File: src/rtl/wb_pkg.sv
// Shared Wishbone message layout and FSM encoding for the initiator and the responder.
// Both sides use the same request/response field offsets.
package wb_pkg;

    localparam int ADDR_W = 32;
    localparam int DATA_W = 32;
    localparam int SEL_W  = DATA_W / 8;

    localparam int REQ_ADR_LSB = 0;
    localparam int REQ_ADR_MSB = ADDR_W - 1;
    localparam int REQ_DAT_LSB = ADDR_W;
    localparam int REQ_DAT_MSB = ADDR_W + DATA_W - 1;
    localparam int REQ_SEL_LSB = ADDR_W + DATA_W;
    localparam int REQ_SEL_MSB = ADDR_W + DATA_W + SEL_W - 1;
    localparam int REQ_WE_BIT  = ADDR_W + DATA_W + SEL_W;
    localparam int REQ_W       = REQ_WE_BIT + 1;

    localparam int RESP_ERR_BIT = DATA_W;
    localparam int RESP_W       = DATA_W + 1;

    typedef enum logic [1:0] {
        ST_IDLE = 2'd0,
        ST_BUS  = 2'd1,
        ST_RESP = 2'd2
    } wb_state_e;

    // A disabled watchdog (timeout 0) still needs a one-bit counter to be legal.
    function automatic int counterWidth(input int timeout);
        return (timeout < 1) ? 1 : $clog2(timeout + 1);
    endfunction

endpackage

File: src/rtl/wb_timeout_counter.sv
// Bus-cycle watchdog: counts BUS cycles without ack and flags the last permitted one.
// Saturates at TIMEOUT; TIMEOUT=0 disables expiry entirely.
module wb_timeout_counter
    import wb_pkg::*;
#(
    parameter int TIMEOUT = 16
) (
    input  logic clk,
    input  logic reset,
    input  logic i_clear,
    input  logic i_enable,
    output logic o_expired
);

    localparam int CntW = counterWidth(TIMEOUT);
    localparam logic [CntW-1:0] CntMax = CntW'(TIMEOUT);

    logic [CntW-1:0] r_count;

    always_ff @(posedge clk or posedge reset) begin
        if (reset) begin
            r_count <= '0;
        end else if (i_clear) begin
            r_count <= '0;
        end else if (i_enable && (r_count != CntMax)) begin
            r_count <= r_count + CntW'(1);
        end
    end

    generate
        if (TIMEOUT == 0) begin : g_noWatchdog
            assign o_expired = 1'b0;
        end else begin : g_watchdog
            assign o_expired = (r_count == CntW'(TIMEOUT - 1));
        end
    endgenerate

endmodule

File: src/rtl/wishbone_master.sv
// Wishbone classic-cycle initiator: one val/rdy request becomes one bus cycle and one response.
// A watchdog turns a missing ack into an error response so the stream never stalls.
module wishbone_master
    import wb_pkg::*;
#(
    parameter int ADDR_WIDTH = 32,
    parameter int DATA_WIDTH = 32,
    parameter int TIMEOUT    = 16
) (
    input  logic                                      clk,
    input  logic                                      reset,
    input  logic                                      req_val,
    output logic                                      req_rdy,
    input  logic [DATA_WIDTH/8+DATA_WIDTH+ADDR_WIDTH:0] req_msg,
    output logic                                      resp_val,
    input  logic                                      resp_rdy,
    output logic [DATA_WIDTH:0]                       resp_msg,
    output logic                                      wbm_cyc_o,
    output logic                                      wbm_stb_o,
    output logic                                      wbm_we_o,
    output logic [DATA_WIDTH/8-1:0]                   wbm_sel_o,
    output logic [ADDR_WIDTH-1:0]                     wbm_adr_o,
    output logic [DATA_WIDTH-1:0]                     wbm_dat_o,
    input  logic                                      wbm_ack_i,
    input  logic [DATA_WIDTH-1:0]                     wbm_dat_i
);

    localparam int SelW   = DATA_WIDTH / 8;
    localparam int DatLsb = ADDR_WIDTH;
    localparam int SelLsb = ADDR_WIDTH + DATA_WIDTH;
    localparam int WeBit  = SelLsb + SelW;

    wb_state_e r_state;
    wb_state_e w_nextState;

    logic                  r_reqRdy;
    logic                  r_we;
    logic [SelW-1:0]       r_sel;
    logic [ADDR_WIDTH-1:0] r_adr;
    logic [DATA_WIDTH-1:0] r_dat;
    logic                  r_respErr;
    logic [DATA_WIDTH-1:0] r_respData;

    logic w_accept;
    logic w_load;
    logic w_capture;
    logic w_captureErr;
    logic w_expired;
    logic w_countEn;

    assign w_accept  = (r_state == ST_IDLE) && req_val && r_reqRdy;
    assign w_countEn = (r_state == ST_BUS) && !wbm_ack_i;

    always_comb begin
        w_nextState  = r_state;
        w_load       = 1'b0;
        w_capture    = 1'b0;
        w_captureErr = 1'b0;
        case (r_state)
            ST_IDLE: begin
                if (w_accept) begin
                    w_nextState = ST_BUS;
                    w_load      = 1'b1;
                end
            end
            // Ack is checked first so an ack on the expiry cycle still completes cleanly.
            ST_BUS: begin
                if (wbm_ack_i) begin
                    w_nextState = ST_RESP;
                    w_capture   = 1'b1;
                end else if (w_expired) begin
                    w_nextState  = ST_RESP;
                    w_capture    = 1'b1;
                    w_captureErr = 1'b1;
                end
            end
            ST_RESP: begin
                if (resp_rdy) begin
                    w_nextState = ST_IDLE;
                end
            end
            default: w_nextState = ST_IDLE;
        endcase
    end

    // req_rdy is registered so it stays low for the whole reset and rises one edge after release.
    always_ff @(posedge clk or posedge reset) begin
        if (reset) begin
            r_state  <= ST_IDLE;
            r_reqRdy <= 1'b0;
        end else begin
            r_state  <= w_nextState;
            r_reqRdy <= (w_nextState == ST_IDLE);
        end
    end

    always_ff @(posedge clk or posedge reset) begin
        if (reset) begin
            r_we  <= 1'b0;
            r_sel <= '0;
            r_adr <= '0;
            r_dat <= '0;
        end else if (w_load) begin
            r_we  <= req_msg[WeBit];
            r_sel <= req_msg[SelLsb +: SelW];
            r_adr <= req_msg[0 +: ADDR_WIDTH];
            r_dat <= req_msg[DatLsb +: DATA_WIDTH];
        end
    end

    always_ff @(posedge clk or posedge reset) begin
        if (reset) begin
            r_respErr  <= 1'b0;
            r_respData <= '0;
        end else if (w_capture) begin
            r_respErr  <= w_captureErr;
            r_respData <= (w_captureErr || r_we) ? '0 : wbm_dat_i;
        end
    end

    wb_timeout_counter #(
        .TIMEOUT (TIMEOUT)
    ) u_timeout (
        .clk       (clk),
        .reset     (reset),
        .i_clear   (w_load),
        .i_enable  (w_countEn),
        .o_expired (w_expired)
    );

    assign req_rdy   = r_reqRdy;
    assign resp_val  = (r_state == ST_RESP);
    assign resp_msg  = {r_respErr, r_respData};
    assign wbm_cyc_o = (r_state == ST_BUS);
    assign wbm_stb_o = (r_state == ST_BUS);
    assign wbm_we_o  = r_we;
    assign wbm_sel_o = r_sel;
    assign wbm_adr_o = r_adr;
    assign wbm_dat_o = r_dat;

endmodule

File: config.mk
export PLATFORM = sky130hd
export DESIGN_NAME = wishbone_master
export DESIGN_NICKNAME = d
export VERILOG_FILES = /design/src/rtl/wb_pkg.sv /design/src/rtl/wb_timeout_counter.sv /design/src/rtl/wishbone_master.sv
export SDC_FILE = /design/constraint.sdc
export NUM_CORES = 1
export LEC_CHECK = 0
export CAP_MARGIN = 15
export CELL_PAD_IN_SITES_DETAIL_PLACEMENT = 1
export CELL_PAD_IN_SITES_GLOBAL_PLACEMENT = 1
export CORE_UTILIZATION = 31
export DETAILED_ROUTE_END_ITERATION = 8
export GPL_TIMING_DRIVEN = 0
export PLACE_DENSITY = 0.81
export SYNTH_ARGS = -nofsm -noshare
export SYNTH_HDL_FRONTEND = slang
export SYNTH_HIERARCHICAL = 1
export SYNTH_SLANG_ARGS = --single-unit
export TNS_END_PERCENT = 10
File: constraint.sdc
create_clock -name clk -period 3.9 [get_ports clk]
set_input_delay 0.585 -clock clk [delete_from_list [all_inputs] [get_ports clk]]
set_output_delay 0.585 -clock clk [all_outputs]
set_load 0.01 [all_outputs]
# Word-level counts from Yosys, hierarchy flattened
# Cells that the tools add are included.
# W data, S select, Z words.
# word_totals
regBits	110
inputBits	106
out_inout_bits	106
word_cells	38
# classes
add_sub_neg	1
n_eq_ne	4
mux	15
reduce_logical	9
# ops
operator	count
$mux W32	1
$mux W5	2
$mux W2	4
$mux W1	7
$pmux W2 S3	1
$add A5 B1 Y5 const B	1
$eq A5 B4 Y1 const B	1
$ne A5 B5 Y1 const B	1
$logic_and A1 B1 Y1	4
$logic_not A2 Y1	2
$eq A2 B1 Y1 const B	1
$eq A2 B2 Y1 const B	1
$reduce_bool A2 Y1	1
$logic_not A1 Y1	1
$logic_or A1 B1 Y1	1

# Depth between registers and ports, before layout
# Gate-level depths: netlist of run 1.
# logic_depth
depth_word	6
mapped_depth	6
ltp_nobuf	5

# Modules after synthesis
# Netlist of run 1, hierarchy kept.
# modules_own_cells
mod	instances	cells_each	area_each_um2	seq_area_each_um2
wishbone_master	1	237	3916.3	2627.5
wb_timeout_counter	1	30	297.8	125.1

# Worst setup path before layout of run 1
# No wires, ideal clock.
# synth_timing
kind	input -> register
from	in req_val
to	reg r_dat[0] (netlist: wbm_dat_o[0])
arrival_ps	1550
required_time_ps	3775
setup_slack_ps	2225
stages	4
n_path_buf	1
cell_sequence	nand2_1 nor3_4 buf_6 mux2_2
# synth_between
elab_chain_len	4
# synth_lines
item	line	rtl
from (decl)	wishbone_master.sv:12	input logic req_val,
$logic_and A1 B1 Y1 (2 in a row)	wishbone_master.sv:51	assign w_accept = (r_state == ST_IDLE) && req_val && r_reqRdy;
$mux W1	wishbone_master.sv:61	if (w_accept) begin
$mux W1	wishbone_master.sv:59	case (r_state)
named net w_load	wishbone_master.sv:45	logic w_load;
to (signal assigned)	wishbone_master.sv:107	r_dat <= req_msg[DatLsb +: DATA_WIDTH];
to (decl)	wishbone_master.sv:40	logic [DATA_WIDTH-1:0] r_dat;
# The timed path passes the listed nets, and every way through them passes these cells.
# A chain may end at the register's enable or synchronous reset.

# Worst setup path in the final report of run 1
# layout_timing
from	reg r_state[1]
to	out wbm_stb_o
# layout_between
elab_chain_len	1
# layout_lines
item	line	rtl
from (decl)	wishbone_master.sv:33	wb_state_e r_state;
from (signal assigned)	wishbone_master.sv:92	r_state <= w_nextState;
$eq A2 B1 Y1	wishbone_master.sv:135	assign wbm_stb_o = (r_state == ST_BUS);
to (decl)	wishbone_master.sv:19	output logic wbm_stb_o,
# No other way between the ends.

==> run_results.csv, run 1 <==
group,metric,value,unit
run_status,outcome,"finished, final reports clean",
setup_path,crit_slowest_cell,"clkdlybuf4s50_1",
synthesis,synthDominantCellAreaShare,0.653,
floorplan,die_width,119,µm
power,sw_frac_of_total,0.305,
clock_tree,cts_htree_levels,3,
timing,worstMarginPinSlew,609,ps
routing,vias,3115,
grt,gr-usage-met3,0.0425,
clock_tree,cts_tree,"done",
synthesis,synth-seq-area-share,0.653,
synthesis,synthCells,267,
clock_tree,clock_insertion_delay_worst_skew,350,ps
grt,number_of_antenna_violations_at_the_first_check_in_global_routing,0,
clock_tree,post-cts-setup-buffers,0,
routing,detail_route.wirelength,11400,µm
power,power.share.clock,0.172,
setup_path,critical_path_arrival,1840,ps
power,power_report.internal_total,3.75,mW
synthesis,yosys-top-cells-area,"dfrtp_1, mux2_2, a22o_1",
setup_path,startpoint,"r_state[1]",
setup_path,crit_path_cell_trace,"nand2b_1 -> inv_1 -> buf_4 -> clkdlybuf4s50_1",
synthesis,netlist.top_cell.by_area,"dfrtp_1",
grt,grt-busiest-layer,"met2",
routing,first_pass_iters,4,
power,cellLeakagePower,2.90,nW
floorplan,die-area,0.0141,mm²
setup_path,worstReg2RegStart,"u_timeout/r_count[0]",
routing,routed_via_density,4.64,
run,max_capacitance_violation_count,0,
clock_tree,post_cts_hold_buffer_count,0,
synthesis,ys_seq_elements,110,
clock_tree,cts_resized,0,
grt,track_usage,0.173,
placed_design,post-dp-hpwl,8710,µm
timing,unrepaired_setup_endpoints_after_global_routing,"false",
synthesis,async_reset_ff_frac,1.00,
synthesis,synth.lib_cells_used.distinct,29,
routing,ant_nets,0,
timing,finalWorstSetupSlack,1470,ps
synthesis,ys_warn_count,6,
power,fin_total_pwr,5.39,mW
setup_path,crit_required,3310,ps
synthesis,netlist_area,0.00421,mm²
floorplan,initial_utilization,0.318,
power,comb_power_share,0.461,
clock_tree,path_clk_slew,70,ps
clock_tree,clk_root_buffer_cell,"clkbuf_16",
final_layout,final_nets,599,
final_layout,antennaDiodeCount,0,
timing,setup_viol,0,
final_layout,seqCellArea,0.00275,mm²
power,power_per_cell_area,785,mW/mm²
final_layout,drive_above_1_share,0.210,
timing,max-slew-margin-rel,0.592,
clock_tree,cts_buffers,9,
floorplan,io_pins,212,
timing,fin_crit,2430,ps
power,p_sw,1.64,mW
final_layout,multi_input_area,0.00130,mm²
grt,grt_pass1_vias,3496,
grt,grt_use_met2,0.304,
routing,drc,0,
routing,iteration_0_drc_count_of_the_detailed_router,83,
grt,grt_max_degree,60,
timing,slew_violations,0,
setup_path,critical_path.startpoint_type,"flip-flop",
setup_path,criticalPathCategory,"flip-flop to output port",
final_layout,final.fill_count,1359,
clock_tree,numClockSinks,110,
final_layout,finalInstanceArea,0.00687,mm²
min_path,worst_hold_startpoint,"wbm_adr_o[24]",
setup_path,critical_path.max_fanout,6,
synthesis,number_of_enable_type_register_cells_in_the_synthesized_netlist,0,
timing,setup_tns,0,ps
min_path,hold_path.class,"flip-flop to flip-flop",
grt,groute.layer.met1.usage,0.202,
synthesis,syn_area_per_cell,15.8,µm²
synthesis,synth_fp_nets,376,
routing,wl_per_cell,17.0,µm
timing,final.period_utilization,0.622,
placed_design,placement.io_buffers,211,
floorplan,core.rowCount,42,
clock_tree,maximum_clock_insertion_buffer_count,2,
power,p_seq_frac,0.367,
placed_design,globalplace.congestion,0.783,
floorplan,placeableCoreArea,0.0132,mm²
synthesis,synth_top_flop_cell,"dfrtp_1",
placed_design,dpl-instance-area,0.00658,mm²
timing,hold_viol_final,0,
grt,wire_length_of_the_first_global_routing_pass,18900,µm
setup_path,critPathMaxStageDelay,520,ps
final_layout,syn2layout_area_growth,63.1,%
placed_design,post-place-ws,1460,ps
floorplan,fp.dieH,119,µm
timing,worst_clock_skew,7.64,ps
power,power.ir.vdd_worst,0.000303,V
grt,grt_remaining_overflow,0,
timing,clock.fmax,412,MHz
setup_path,critical_path.endpoint_type,"output port",
## synth_stat cells, types with 2 or more instances
cell / n
dfrtp_1: 110
mux2_2: 63
a22o_1: 32
inv_1: 8
buf_6: 7
buf_2: 6
mux2_1: 6
nor2_1: 6
a211oi_1: 3
ha_1: 3
nand2b_1: 3
a21oi_1: 2
buf_4: 2
## per-layer routing
metal / wire (µm) / up-vias
li1: - / 1404
met5: 0 / -
met4: 204 / 0
met3: 705 / 13
met2: 5970 / 119
met1: 4550 / 1579
## power by group through the flow
stage                     Clock (mW)  Sequential [mW]  Combinational [mW]
after global placement             0             1.97                2.45
after global routing           0.996             2.06                2.66
after CTS                      0.960             1.99                2.53
final                          0.926             1.98                2.49
after floorplan                    0             2.22               0.875
after detailed placement           0             2.01                2.52
## path summary, 6_finish.rpt
path	depth (start not counted)	slack, ps	end
min in group asynchronous	2	530	u_timeout/r_count[3]
max in group asynchronous	3	2520	wbm_dat_o[13]
hold / removal	1	490	wbm_adr_o[24]
setup reg to reg	6	2030	r_respData[8]
setup / recovery	4	1470	wbm_stb_o
hold reg to reg	1	490	wbm_adr_o[24]
## logic make-up after synthesis
logic type / after synthesis / share of synthesized area
buf+inv: 24 / 0.0374
xor+xnor: 1 / 0.00208
fa+ha+maj: 3 / 0.00891
mux: 71 / 0.190
simple gates: 17 / 0.0246
compound gates: 41 / 0.0834
flops: 110 / 0.653
## through the flow
stage               hold slack [ps]  utilization  instances
finish                          489        0.519        671
floorplan                       364            -        267
global route                    509        0.519        671
global placement                471        0.494        654
detailed placement              476        0.497        655
CTS                             492        0.519        671
## layout make-up
type,instances,share of cell area
clock inverters,7,0.0106
repair buffers,212,0.311
multi-input cells,133,0.190
plain buffers,15,0.0180
flip-flops and latches,110,0.400
clock buffers,9,0.0328
inverters,9,0.00528
well taps,176,0.0320
## state kept, by name, indices dropped and copies added (netlist names)
register           count
r_respData            32
wbm_adr_o             32
wbm_dat_o             32
u_timeout/r_count      5
wbm_sel_o              4
r_state                2
r_respErr              1
req_rdy                1
wbm_we_o               1
## critical path, delay by kind of cell, from the launching register on
| kind | cells | cell delay [ps] |
|---|---|---|
| DFF | 1 | 420 |
| and+or+nand+nor | 1 | 220 |
| buffers and inverters | 3 | 860 |
## cell usage in the layout, fill, tap and decap left out, drive strengths merged, types with 2 or more instances in the layout
cell / netlist / final
a211oi: 3 / 3
a21oi: 2 / 2
a22o: 32 / 32
buf: 15 / 16
clkbuf: 0 / 9
clkdlybuf4s50: 0 / 211
clkinv: 0 / 2
clkinvlp: 0 / 2
dfrtp: 110 / 110
ha: 3 / 3
inv: 9 / 11
mux2: 70 / 70
nand2b: 3 / 3
nor2: 6 / 6
nor3: 2 / 2
Power figures use the tool's default switching activity.
==> inputs of run 2 (changes only) <==
Settings changed: CORE_UTILIZATION 31 to 28, PLACE_DENSITY 0.81 to 0.77.
Clock period 3.9 ns to 2 ns, I/O delays scaled along.
==> run 2 against run 1 <==
  * Final cell count rose by 1.3%
  * Clock power rose by 100%
  * Worst setup slack worse by 1300 ps
  * Wire length up 1.9%
  * Power grew 97%
  * Sequential cell count is the same
  * Design area increased by 0.98%
  * Register-to-register slack lost 1900 ps
  * Hold slack worse by 250 ps
  * Die area up 11%
  * Largest power group unchanged
  * Critical path depth up 2
  * Sequential share of layout area fell by 0.39 points
==> run_results.csv, run 2 (synthesized netlist as in run 1, its figures left out) <==
group,metric,value,unit
timing,unrepaired_setup_endpoints_after_global_routing,"true",
setup_path,worstReg2RegStart,"u_timeout/r_count[0]",
clock_tree,cts_htree_levels,3,
timing,fin_worst_hold_slack,244,ps
placed_design,placement.io_buffers,211,
floorplan,die-area,0.0155,mm²
timing,fin_crit,1870,ps
setup_path,crit_slowest_cell,"dfrtp_1",
power,comb_power_share,0.460,
power,cellLeakagePower,2.92,nW
final_layout,final_nets,601,
timing,clock.fmax,536,MHz
clock_tree,maximum_clock_insertion_buffer_count,2,
min_path,hold_path.class,"primary input to asynchronous set/reset pin",
setup_path,critical_path.endpoint_type,"flip-flop",
routing,ant_nets,0,
timing,final.period_utilization,0.933,
setup_path,crit_required,2280,ps
clock_tree,clock_insertion_delay_worst_skew,350,ps
setup_path,crit_path_cell_trace,"ha_1 -> and3_1 -> ha_1 -> o21ai_4 -> buf_2 -> a22o_1",
placed_design,post-dp-hpwl,8890,µm
routing,drc,0,
timing,worst_clock_skew,9.57,ps
timing,hold_viol_final,0,
clock_tree,clk_root_buffer_cell,"clkbuf_16",
routing,iteration_0_drc_count_of_the_detailed_router,89,
timing,max-slew-margin-rel,0.527,
routing,wl_per_cell,17.1,µm
setup_path,critical_path.startpoint_type,"flip-flop",
floorplan,core.rowCount,44,
grt,grt_max_degree,44,
routing,detail_route.wirelength,11600,µm
floorplan,die_width,125,µm
final_layout,post-route-util,0.476,
placed_design,post-place-ws,-238,ps
clock_tree,post_cts_hold_buffer_count,0,
clock_tree,path_clk_slew,70,ps
grt,number_of_antenna_violations_at_the_first_check_in_global_routing,0,
timing,setup_viol,0,
placed_design,globalplace.congestion,0.749,
setup_path,critical-path-top-cell-by-count,"ha_1",
run_status,outcome,"finished, final reports clean",
power,p_sw,3.19,mW
timing,worstMarginPinSlew,708,ps
power,p_seq_frac,0.363,
final_layout,highest_count_cells_in_the_layout_ignoring_fill_and_taps,"clkdlybuf4s50_1, dfrtp_1, mux2_2, a22o_1, clkbuf_16",
power,fin_total_pwr,10.6,mW
final_layout,syn2layout_area_growth,64.7,%
floorplan,io_pins,212,
final_layout,antennaDiodeCount,0,
setup_path,critical_path.top_delay_family,"adder cells",
floorplan,initial_utilization,0.289,
timing,setup_tns,0,ps
routing,vias,3102,
setup_path,critical_path_arrival,2150,ps
power,sw_frac_of_total,0.299,
routing,routed_via_density,4.56,
floorplan,fp.dieH,125,µm
routing,first_pass_iters,3,
setup_path,startpoint,"u_timeout/r_count[0]",
power,power_per_cell_area,1530,mW/mm²
clock_tree,cts_buffers,9,
grt,grt_pass1_vias,3481,
setup_path,path_buf_inv,1,
setup_path,critical_path.max_fanout,10,
power,power_report.internal_total,7.46,mW
setup_path,critPathMaxStageDelay,410,ps
clock_tree,numClockSinks,110,
grt,wire_length_of_the_first_global_routing_pass,19300,µm
final_layout,mostFrequentLayoutCell,"clkdlybuf4s50_1",
floorplan,placeableCoreArea,0.0146,mm²
power,power.share.clock,0.177,
run,max_capacitance_violation_count,0,
timing,finalWorstSetupSlack,135,ps
setup_path,criticalPathCategory,"flip-flop to flip-flop",
power,power.ir.vdd_worst,0.000641,V
timing,slew_violations,0,
grt,track_usage,0.158,
clock_tree,cts_tree,"done",
final_layout,drive_above_1_share,0.218,
grt,grt_remaining_overflow,0,
-- run 2: changes by cell type in the layout (fill, tap and decap cells not counted), sizes merged --
cell,before,now
inv,11,8
bufinv,1,2
clkdlybuf4s50,211,210
clkbuf,9,12
buf,16,17
-- run 2: worst register-to-register path, cell delays in order (launching register included) --
cell     delay [ps]
dfrtp_1         410
ha_1            240
and3_1          200
ha_1            250
o21ai_4         260
buf_2           270
a22o_1          180
-- run 2: cell type report --
class	instances	area [µm²]
Buffer	15	129
Clock buffer	10	229
Clock inverter	5	85.1
Fill cell	1479	7650
Inverter	9	37.5
Multi-Input combinational cell	133	1320
Sequential cell	110	2750
Tap cell	184	230
Timing Repair Buffer	214	2160
-- run 2: through the flow --
stage          instance area [µm²]  instances
2_1_floorplan                 4220        267
5_1_grt                       6940        680
4_1_cts                       6930        680
6_report                      6940        680
3_3_place_gp                  6560        662
3_5_place_dp                  6600        664
-- run 2: worst paths after layout --
path / end / cells past startpoint / slack, ps
max in group asynchronous: wbm_dat_o[10] / 3 / 920
worst min register to register: wbm_adr_o[24] / 1 / 500
min in group clk: wbm_adr_o[24] / 1 / 500
worst min-delay path: u_timeout/r_count[0] / 2 / 240
worst max register to register: r_respData[13] / 6 / 130
worst max-delay path: r_respData[13] / 6 / 130
-- run 2: per-layer routing --
metal | up-vias | track usage | routed length, µm | share of wire
met5 | - | 0 | 0 | 0
li1 | 1403 | - | - | -
met3 | 15 | 0.0451 | 656 | 0.056
met1 | 1561 | 0.192 | 4880 | 0.42
met4 | 0 | 0.0524 | 210 | 0.018
met2 | 123 | 0.268 | 5890 | 0.51
-- run 2: power by group through the flow --
stage / clock network (mW) / registers [mW] / logic (mW)
2_1_floorplan: 0 / 4.32 / 1.71
3_3_place_gp: 0 / 3.84 / 4.80
3_5_place_dp: 0 / 3.91 / 4.92
4_1_cts: 1.95 / 3.88 / 4.97
5_1_grt: 2.04 / 4.03 / 5.21
6_report: 1.89 / 3.86 / 4.90
-- run 2: what timing repair did --
action	in CTS	in global routing
setup endpoints to repair	2	32
setup buffers	1	0
gates resized for setup	2	5
pin swaps	0	0
==> inputs of run 3 (changes only) <==
Settings changed: ABC_AREA set to 1, CORE_UTILIZATION 28 to 31, CTS_CLUSTER_DIAMETER set to 30, PLACE_DENSITY 0.77 to 0.86.
Clock period 2 ns to 2.4 ns, I/O delays scaled along.
==> run 3 against run 2 <==
  * Fmax decreased by 4.9%
  * Sequential cell count is the same
  * Wire length is 19% higher
  * Via count up 37%
  * Synthesized cell count rose by 110%
  * Clock skew decreased by 2.5 ps
  * Sequential share of layout area is 2.1 points lower
  * Critical path depth grew 5
  * Critical path type unchanged
  * Critical endpoint is now r_respData[18]
==> run_results.csv, run 3 <==
group,metric,value,unit
setup_path,critical_path.max_fanout,10,
run,max_capacitance_violation_count,0,
clock_tree,cts_buffers,9,
setup_path,critical_path_arrival,2210,ps
power,p_seq_frac,0.350,
synthesis,synth_common_cells,"nand2_1, dfrtp_1, inv_1",
power,comb_power_share,0.462,
routing,vias,4253,
setup_path,crit_required,2650,ps
floorplan,die-area,0.0153,mm²
routing,routed_via_density,4.35,
synthesis,netlist_area,0.00459,mm²
clock_tree,post-cts-setup-buffers,0,
synthesis,async_reset_ff_frac,1.00,
floorplan,initial_utilization,0.317,
timing,fin_worst_hold_slack,297,ps
grt,grt_remaining_overflow,0,
synthesis,synthCells,565,
timing,fin_crit,1960,ps
final_layout,syn2layout_area_growth,59.6,%
timing,clock.fmax,510,MHz
clock_tree,numClockSinks,110,
synthesis,yosys-top-cells-area,"dfrtp_1, nand2_1, inv_1",
setup_path,crit_slowest_cell,"dfrtp_1",
routing,first_pass_iters,4,
routing,iteration_0_drc_count_of_the_detailed_router,157,
final_layout,finalInstanceArea,0.00733,mm²
clock_tree,clk_root_buffer_cell,"clkbuf_16",
final_layout,drive_above_1_share,0.0579,
placed_design,placement.io_buffers,211,
power,power.ir.vdd_worst,0.000499,V
setup_path,critPathMaxStageDelay,440,ps
synthesis,synth.lib_cells_used.distinct,20,
timing,final.period_utilization,0.817,
synthesis,number_of_enable_type_register_cells_in_the_synthesized_netlist,0,
synthesis,synthDominantCellAreaShare,0.599,
timing,setup_viol,0,
timing,hold_viol_final,0,
floorplan,placeableCoreArea,0.0145,mm²
grt,number_of_antenna_violations_at_the_first_check_in_global_routing,0,
setup_path,criticalPathCategory,"flip-flop to flip-flop",
timing,slew_violations,0,
power,fin_total_pwr,9.23,mW
synthesis,synth-seq-area-share,0.599,
final_layout,highest_count_cells_in_the_layout_ignoring_fill_and_taps,"nand2_1, clkdlybuf4s50_1, dfrtp_1, inv_1, nor2_1",
setup_path,critical_path.startpoint_type,"flip-flop",
floorplan,io_pins,212,
floorplan,die_width,124,µm
final_layout,mostFrequentLayoutCell,"nand2_1",
power,cellLeakagePower,3.74,nW
placed_design,globalplace.congestion,0.749,
clock_tree,clock_insertion_delay_worst_skew,350,ps
routing,ant_nets,0,
grt,track_usage,0.185,
clock_tree,cts_tree,"done",
synthesis,synth_fp_nets,674,
floorplan,fp.dieH,124,µm
setup_path,critical_path.top_delay_family,"simple AND/OR/NAND/NOR gates",
routing,drc,0,
final_layout,final_nets,898,
synthesis,syn_area_per_cell,8.13,µm²
clock_tree,path_clk_slew,70,ps
grt,wire_length_of_the_first_global_routing_pass,21600,µm
clock_tree,maximum_clock_insertion_buffer_count,2,
routing,detail_route.wirelength,13900,µm
min_path,hold_path.class,"primary input to asynchronous set/reset pin",
final_layout,final.fill_count,1726,
power,p_sw,3.28,mW
routing,wl_per_cell,14.2,µm
timing,max-slew-margin-rel,0.573,
timing,unrepaired_setup_endpoints_after_global_routing,"false",
clock_tree,cts_htree_levels,3,
setup_path,path_buf_inv,2,
grt,grt_max_degree,42,
placed_design,post-dp-hpwl,10500,µm
synthesis,netlist.top_cell.by_area,"dfrtp_1",
synthesis,ys_seq_elements,110,
synthesis,ys_warn_count,6,
timing,worstMarginPinSlew,640,ps
grt,grt_pass1_vias,4375,
placed_design,dpl-instance-area,0.00698,mm²
setup_path,critical-path-top-cell-by-count,"nand2_1",
synthesis,most_instantiated_library_cell_after_synthesis,"nand2_1",
timing,worst_clock_skew,7.07,ps
setup_path,crit_path_cell_trace,"ha_1 -> nand2_1 -> nor2_1 -> ha_1 -> inv_1 -> nand2_1 -> nand2_1 -> clkbuf_1 -> nor2_1 -> nand2_1 -> nand2_1",
final_layout,antennaDiodeCount,0,
power,power_report.internal_total,5.96,mW
run_status,outcome,"finished, final reports clean",
setup_path,critical_path.endpoint_type,"flip-flop",
power,power_per_cell_area,1260,mW/mm²
clock_tree,post_cts_hold_buffer_count,0,
floorplan,core.rowCount,44,
power,power.share.clock,0.189,
synthesis,synth_top_flop_cell,"dfrtp_1",
clock_tree,cts_resized,0,
power,sw_frac_of_total,0.355,
-- run 3: changes by cell type in the layout (fill, tap and decap cells not counted), sizes merged, moves of 3 or more --
cell / before / now
nand2: 1 / 321
mux2: 70 / 0
nor2: 6 / 44
inv: 8 / 44
a22o: 32 / 0
nand3: 0 / 8
clkbuf: 12 / 19
a211oi: 3 / 0
buf: 17 / 20
nand2b: 3 / 0
-- run 3: final cells by class --
cell class / instances / area, µm² / share of cell area
clock inverter: 5 / 106 / 0.0145
sequential: 110 / 2750 / 0.376
tap: 184 / 230 / 0.0314
timing repair buffer: 213 / 2150 / 0.294
inverter: 46 / 178 / 0.0242
buffer: 26 / 144 / 0.0196
multi-input combinational: 383 / 1520 / 0.208
clock buffer: 11 / 243 / 0.0331
-- run 3: final timing paths --
path                       slack (ps)  cells past startpoint                   end            startpoint
setup / recovery                  440                     11        r_respData[18]  u_timeout/r_count[0]
hold / removal                    300                      2  u_timeout/r_count[0]                 reset
setup reg to reg                  440                     11        r_respData[18]  u_timeout/r_count[0]
hold reg to reg                   480                      2          wbm_dat_o[3]          wbm_dat_o[3]
max in group asynchronous        1320                      3          wbm_adr_o[2]                 reset
min in group clk                  480                      2          wbm_dat_o[3]          wbm_dat_o[3]
-- run 3: power groups by stage --
stage | Sequential (mW) | Clock [mW] | Combinational, mW
6_report | 3.23 | 1.74 | 4.26
5_1_grt | 3.35 | 1.84 | 4.73
4_1_cts | 3.24 | 1.79 | 4.36
3_5_place_dp | 3.25 | 0 | 4.34
3_3_place_gp | 3.23 | 0 | 4.21
2_1_floorplan | 3.60 | 0 | 1.50
-- run 3: layer usage --
metal	vias to the layer above	share of wire	global-route usage
li1	2111	-	-
met5	-	0	0
met2	131	0.48	0.312
met3	11	0.085	0.0582
met1	2000	0.42	0.221
met4	0	0.013	0.0670
-- run 3: logic make-up after synthesis --
logic type	share of synthesized area
AOI/OAI and AO/OA	0.00327
DFF	0.599
buffers and inverters	0.0692
and+or+nand+nor	0.320
adders and majority gates	0.00818
-- run 3: per-stage QoR --
step | setup slack, ps | TNS [ps] | instances | utilization
final | 438 | 0 | 978 | 0.506
after global routing | 218 | 0 | 978 | 0.506
after CTS | 405 | 0 | 978 | 0.506
after detailed placement | 221 | 0 | 962 | 0.482
after global placement | -400 | -40980 | 960 | 0.479
after floorplan | 780 | 0 | 565 | -
-- run 3: worst reg2reg max path, stage by stage, from the launching register on --
cell and delay, ps:
dfrtp_1 440, ha_1 240, nand2_1 90, nor2_1 40
ha_1 190, inv_1 50, nand2_1 80, nand2_1 120
clkbuf_1 390, nor2_1 90, nand2_1 90, nand2_1 50
